**config.mk**
```make
export PLATFORM = sky130hd
export DESIGN_NAME = note_scheduler
export DESIGN_NICKNAME = d
export VERILOG_FILES = /design/src/rtl/note_scheduler.sv
export SDC_FILE = /design/constraint.sdc
export NUM_CORES = 1
export LEC_CHECK = 0
export ABC_CLOCK_PERIOD_IN_PS = 2490
export CAP_MARGIN = 20
export CORE_ASPECT_RATIO = 0.5
export CORE_MARGIN = 5
export CORE_UTILIZATION = 40
export CTS_CLUSTER_SIZE = 40
export DETAILED_ROUTE_END_ITERATION = 8
export SLEW_MARGIN = 30
export SYNTH_ARGS = -nofsm -noshare
export SYNTH_HDL_FRONTEND = slang
export SYNTH_SLANG_ARGS = --single-unit
```
**constraint.sdc**
```tcl
create_clock -name clk -period 2.49 [get_ports clk]
set_input_delay 0.3735 -clock clk [delete_from_list [all_inputs] [get_ports clk]]
set_output_delay 0.3735 -clock clk [all_outputs]
set_load 0.05 [all_outputs]
```
**src/rtl/note_scheduler.sv**
```systemverilog
// Monophonic key scheduler: debounces seven note keys and two octave buttons and
// arbitrates held keys onto one tone generator (last pressed wins, else lowest held).
module note_scheduler #(
   parameter int unsigned DEBOUNCE_CYCLES = 1000000,
   parameter int unsigned OCT_DEFAULT     = 4
) (
   input  logic       clk,
   input  logic       rst,
   input  logic [6:0] keys,
   input  logic       oct_up,
   input  logic       oct_down,
   output logic [2:0] octave,
   output logic [2:0] note,
   output logic       playing
);

   localparam int unsigned   CntW   = (DEBOUNCE_CYCLES > 1) ? $clog2(DEBOUNCE_CYCLES) : 1;
   localparam logic [CntW-1:0] CntMax = CntW'(DEBOUNCE_CYCLES - 1);
   localparam logic [0:0]    StIdle = 1'b0;
   localparam logic [0:0]    StPlay = 1'b1;

   // Bits 0..6 are note keys, bit 7 is octave up, bit 8 is octave down.
   logic [8:0]      raw;
   logic [8:0]      sync1_q, sync2_q;
   logic [8:0]      smp_q, smp_d;
   logic [8:0]      stb_q, stb_d;
   logic [8:0]      stb_dly_q;
   logic [8:0]      rise, fall;
   logic [CntW-1:0] cnt_q, cnt_d;
   logic            tick;
   logic [1:0]      tcnt_q, tcnt_d;
   logic [6:0]      hold_q, hold_d;
   logic [0:0]      state_q, state_d;
   logic [2:0]      cur_q, cur_d;
   logic [2:0]      octave_q, octave_d;
   logic [2:0]      note_q, note_d;
   logic            playing_q, playing_d;
   logic [6:0]      key_rise, key_fall, key_held, cur_oh, other_rise, other_held;

   function automatic logic [2:0] lowest_idx(input logic [6:0] v);
      logic [2:0] idx;
      idx = '0;
      for (int i = 6; i >= 0; i--) begin
         if (v[i]) idx = 3'(i);
      end
      return idx;
   endfunction

   assign raw  = {oct_down, oct_up, keys};
   assign tick = (cnt_q == CntMax);
   assign rise = stb_q & ~stb_dly_q;
   assign fall = ~stb_q & stb_dly_q;

   always_comb begin
      cnt_d  = tick ? '0 : cnt_q + 1'b1;
      smp_d  = smp_q;
      stb_d  = stb_q;
      tcnt_d = tcnt_q;
      if (tick) begin
         smp_d = sync2_q;
         stb_d = (~(smp_q ^ sync2_q) & sync2_q) | ((smp_q ^ sync2_q) & stb_q);
         if (tcnt_q != 2'd2) tcnt_d = tcnt_q + 2'd1;
      end
      // The second tick after reset is the first that can raise stb; anything it raises
      // was already held at reset release and stays masked until that key is let go.
      if (tick && tcnt_q == 2'd1) hold_d = stb_d[6:0];
      else                        hold_d = hold_q & stb_q[6:0];
   end

   always_comb begin
      octave_d = octave_q;
      if (rise[7] && !rise[8] && octave_q != 3'd7)      octave_d = octave_q + 3'd1;
      else if (rise[8] && !rise[7] && octave_q != 3'd0) octave_d = octave_q - 3'd1;
   end

   always_comb begin
      key_rise   = rise[6:0] & ~hold_q;
      key_fall   = fall[6:0] & ~hold_q;
      key_held   = stb_q[6:0] & ~hold_q;
      cur_oh     = 7'b1 << cur_q;
      other_rise = key_rise & ~cur_oh;
      other_held = key_held & ~cur_oh;
      state_d    = state_q;
      cur_d      = cur_q;
      if (state_q == StIdle) begin
         if (|key_rise) begin
            state_d = StPlay;
            cur_d   = lowest_idx(key_rise);
         end
      end else begin
         if (|other_rise) begin
            cur_d = lowest_idx(other_rise);
         end else if (|(key_fall & cur_oh)) begin
            if (|other_held) cur_d = lowest_idx(other_held);
            else             state_d = StIdle;
         end
      end
      playing_d = (state_d == StPlay);
      note_d    = playing_d ? cur_d + 3'd1 : 3'd0;
   end

   always_ff @(posedge clk) begin
      if (rst) begin
         sync1_q   <= '0;
         sync2_q   <= '0;
         smp_q     <= '0;
         stb_q     <= '0;
         stb_dly_q <= '0;
         cnt_q     <= '0;
         tcnt_q    <= '0;
         hold_q    <= '0;
         state_q   <= StIdle;
         cur_q     <= '0;
         octave_q  <= 3'(OCT_DEFAULT);
         note_q    <= '0;
         playing_q <= 1'b0;
      end else begin
         sync1_q   <= raw;
         sync2_q   <= sync1_q;
         smp_q     <= smp_d;
         stb_q     <= stb_d;
         stb_dly_q <= stb_q;
         cnt_q     <= cnt_d;
         tcnt_q    <= tcnt_d;
         hold_q    <= hold_d;
         state_q   <= state_d;
         cur_q     <= cur_d;
         octave_q  <= octave_d;
         note_q    <= note_d;
         playing_q <= playing_d;
      end
   end

   assign octave  = octave_q;
   assign note    = note_q;
   assign playing = playing_q;

endmodule
```
==> flow_summary_export.csv <==
group,metric,value,unit
cts,root_buffer,"clkbuf_16",
timing,setup_viol,0,
place,gp_congestion,0.906,
cts,hold_buffers,0,
yosys,synth.net_count,460,
yosys,synth_flop_cell,"dfxtp_1",
yosys,ys_ff_latch,84,
routing,wl_per_cell,13.4,um
timing,fin_setup_tns,0,ns
floorplanning,ioPinCount,18,
cts,cts_buffers,9,
layout,drive_gt1_share,13.3,%
power,p_per_area,620,mW/mm^2
grt,grt.total_usage,14.2,%
worst_setup_path,cp_slowest_cell,"o311ai_1",
grt,grt_pass1_vias,2809,
timing,period_share,95.3,%
timing,fmax,422,MHz
floorplanning,die_x,148,um
worst_setup_path,crit_type,"reg -> reg",
timing,hold_ws,0.318,ns
timing,hold_viol,0,
routing,wl,8160,um
routing,dr.pass1.iters,4,
cts,clk_latency,0.34,ns
worst_setup_path,endpoint_kind,"register",
routing,drtIter0Drc,196,
floorplanning,core,0.00938,sq mm
yosys,synth_warnings,0,
worst_setup_path,max_stage_delay,0.44,ns
worst_setup_path,crit_fanout,9,
timing,finalClockSkew,0.00409,ns
worst_setup_path,critPathArrivalTime,2.60,ns
yosys,synth_edf_count,0,
cts,cts_sinks,84,
grt,grt_pass1_wl,13500,um
cts,h-tree-depth,3,
timing,period_needed,2.37,ns
power,vdd.ir_drop.worst,0.000403,V
yosys,yosys.cell_types.count,58,
layout,syn_to_final_growth,22.4,%
cts,clk_pin_slew,0.06,ns
layout,layout.nets,501,
floorplanning,rows,25,
timing,worst_slew_pin_slew,0.504,ns
run_status,status,"complete, no violations",
floorplanning,die-area,0.0117,sq mm
yosys,ys_async_sr_fraction,0,%
routing,ant_nets,0,
power,leakage,1.79,nW
floorplanning,initial_utilization,40.7,%
hold_path,hold_class,"in -> reg",
cts,clock_path_buffers,2,
yosys,syn-mean-instance-area,8.61,sq um
place,port_buffers,17,
floorplanning,die_h,79.1,um
cts,cts_tree,"built",
routing,drc_errors,0,
worst_setup_path,crit_chain,"buf_4 -> nor4bb_1 -> nor3_1 -> o311ai_1 -> nand4_1 -> a211o_1 -> nand2_1 -> ha_1 -> and2_1",
routing,vias_per_cell,5.16,
worst_setup_path,cp_data_required_time,2.72,ns
place,dp_hpwl,5710,um
grt,overflow,0,
timing,relSlewSlack,66.3,%
yosys,netlist_area,0.00382,sq mm
grt,antenna_found_initial,0,
worst_setup_path,critical_path.startpoint_type,"register",
grt,grt_max_degree,38,
layout,diodes,0,
timing,rsz0062_at_grt,"no",
run,drv_cap,0,
routing,num_vias,3150,
timing,drv_slew,0,
yosys,synth_cells,444,
yosys,seq_area_frac_synth,44.0,%
## cell usage after synthesis (all sizes together), types with 2 or more instances
cell	n	area [sq um]
dfxtp	84	1680
nor2	35	131
nor4	2	12.5
o31a	2	17.5
buf	3	21.3
a21oi	34	174
nand3	21	110
nand2	55	206
o211ai	2	15.0
nand2b	5	31.3
or3	4	25.0
xnor2	6	52.6
nor4bb	2	20.0
nor3b	8	60.1
clkbuf	17	63.8
nor3	8	40.0
a21o	10	75.1
a32oi	3	26.3
and2	8	50.1
o21ai	15	75.1
o21a	2	15.0
nor2b	33	206
mux2i	2	20.0
o311ai	3	26.3
nand3b	3	22.5
or3b	6	55.1
xor2	12	105
a2111oi	2	17.5
a222oi	2	20.0
maj3	7	70.1
o311a	2	20.0
inv	10	37.5
a22oi	2	15.0
nand4	3	18.8
and4	4	35.0
nor4b	3	26.3
ha	4	50.1
a41oi	2	17.5
and3	4	25.0
## per-stage QoR
step	worst slack [ns]	utilization, %	cells	area (sq um)	power [W]
floorplan	0.122	-	444	3820	0.00143
global placement	0.0823	45.8	594	4290	0.00146
CTS	0.0267	49.3	610	4630	0.00293
detailed placement	0.0441	45.8	594	4290	0.00146
global route	0.00113	49.9	611	4680	0.00299
finish	0.118	49.9	611	4680	0.00290
## cells in the final DEF, fill, tap and decap left out, drive strengths merged, types with 10 or more instances in the layout
cell type and instances:
clkbuf 10, dfxtp 84, nand2 55, buf 34, nor2 35, clkdlybuf4s50 16, inv 12, o21ai 15
a21o 10, nor2b 33, a21oi 34, xor2 12, nand3 21
## final cells by class
cell class	count	area, sq um
flip-flops and latches	84	1680
clock buffers	10	239
clock inverters	6	93.8
inverters	10	37.5
well taps	121	151
multi-input cells	330	2060
fillers	885	4710
repair buffers	50	413
## worst max-delay path, delay by kind of cell (launching register included)
kind,cells,cell delay [ns]
and+or+nand+nor,5,0.76
buffers and inverters,1,0.16
adders and majority gates,1,0.22
AOI/OAI and AO/OA,2,0.78
DFF,1,0.34
## power by group
group          switching (W)  leakage (nW)  total (W)  internal, W
Combinational      0.0000299         0.944  0.0000574    0.0000275
Clock               0.000557         0.160    0.00147     0.000914
Sequential        0.00000906         0.681    0.00137      0.00136
Total               0.000596          1.79    0.00290      0.00230
## cell families (layout without fill, tap and decap cells)
logic type,after synthesis,in the layout,synth area share (%)
multiplexers,2,2,0.524
AO/OA/AOI/OAI,92,92,15.9
buffers and inverters,30,76,3.21
adder cells (fa/ha/maj),12,12,3.67
flip-flops,84,84,44.0
AND/OR/NAND/NOR,206,206,28.6
XOR/XNOR,18,18,4.12
## final timing paths
kind / from / endpoint / slack (ns) / cells past startpoint
setup / recovery: cur_q[2] / note[1] / 0.12 / 9
hold / removal: rst / sync1_q[6] / 0.32 / 2
hold reg to reg: sync1_q[3] / sync2_q[3] / 0.43 / 1
setup reg to reg: cur_q[2] / note[1] / 0.12 / 9
## sequential cells by signal, summed over array words and instances (netlist names), named ones only
register	cells
cnt_q	20
cur_q	3
hold_q	7
note	3
octave	3
playing	1
smp_q	9
stb_dly_q	9
stb_q	7
sync1_q	9
sync2_q	9
tcnt_q	2
## per-layer routing
metal / vias to the layer above / global-route usage [%] / share of wire (%)
met2: 49 / 20.0 / 42
met5: - / 0 / 0
met4: 0 / 4.98 / 1.2
li1: 1643 / - / -
met1: 1448 / 20.5 / 53
met3: 10 / 4.28 / 3.7
## repair_timing
action                                  4_1_cts  5_1_grt
endpoints found under the setup margin        0        2
endpoints found under the hold margin         0        0
setup buffers                                 0        1
gates resized for setup                       0       12
No activity file was read; power rests on OpenSTA's default activity.
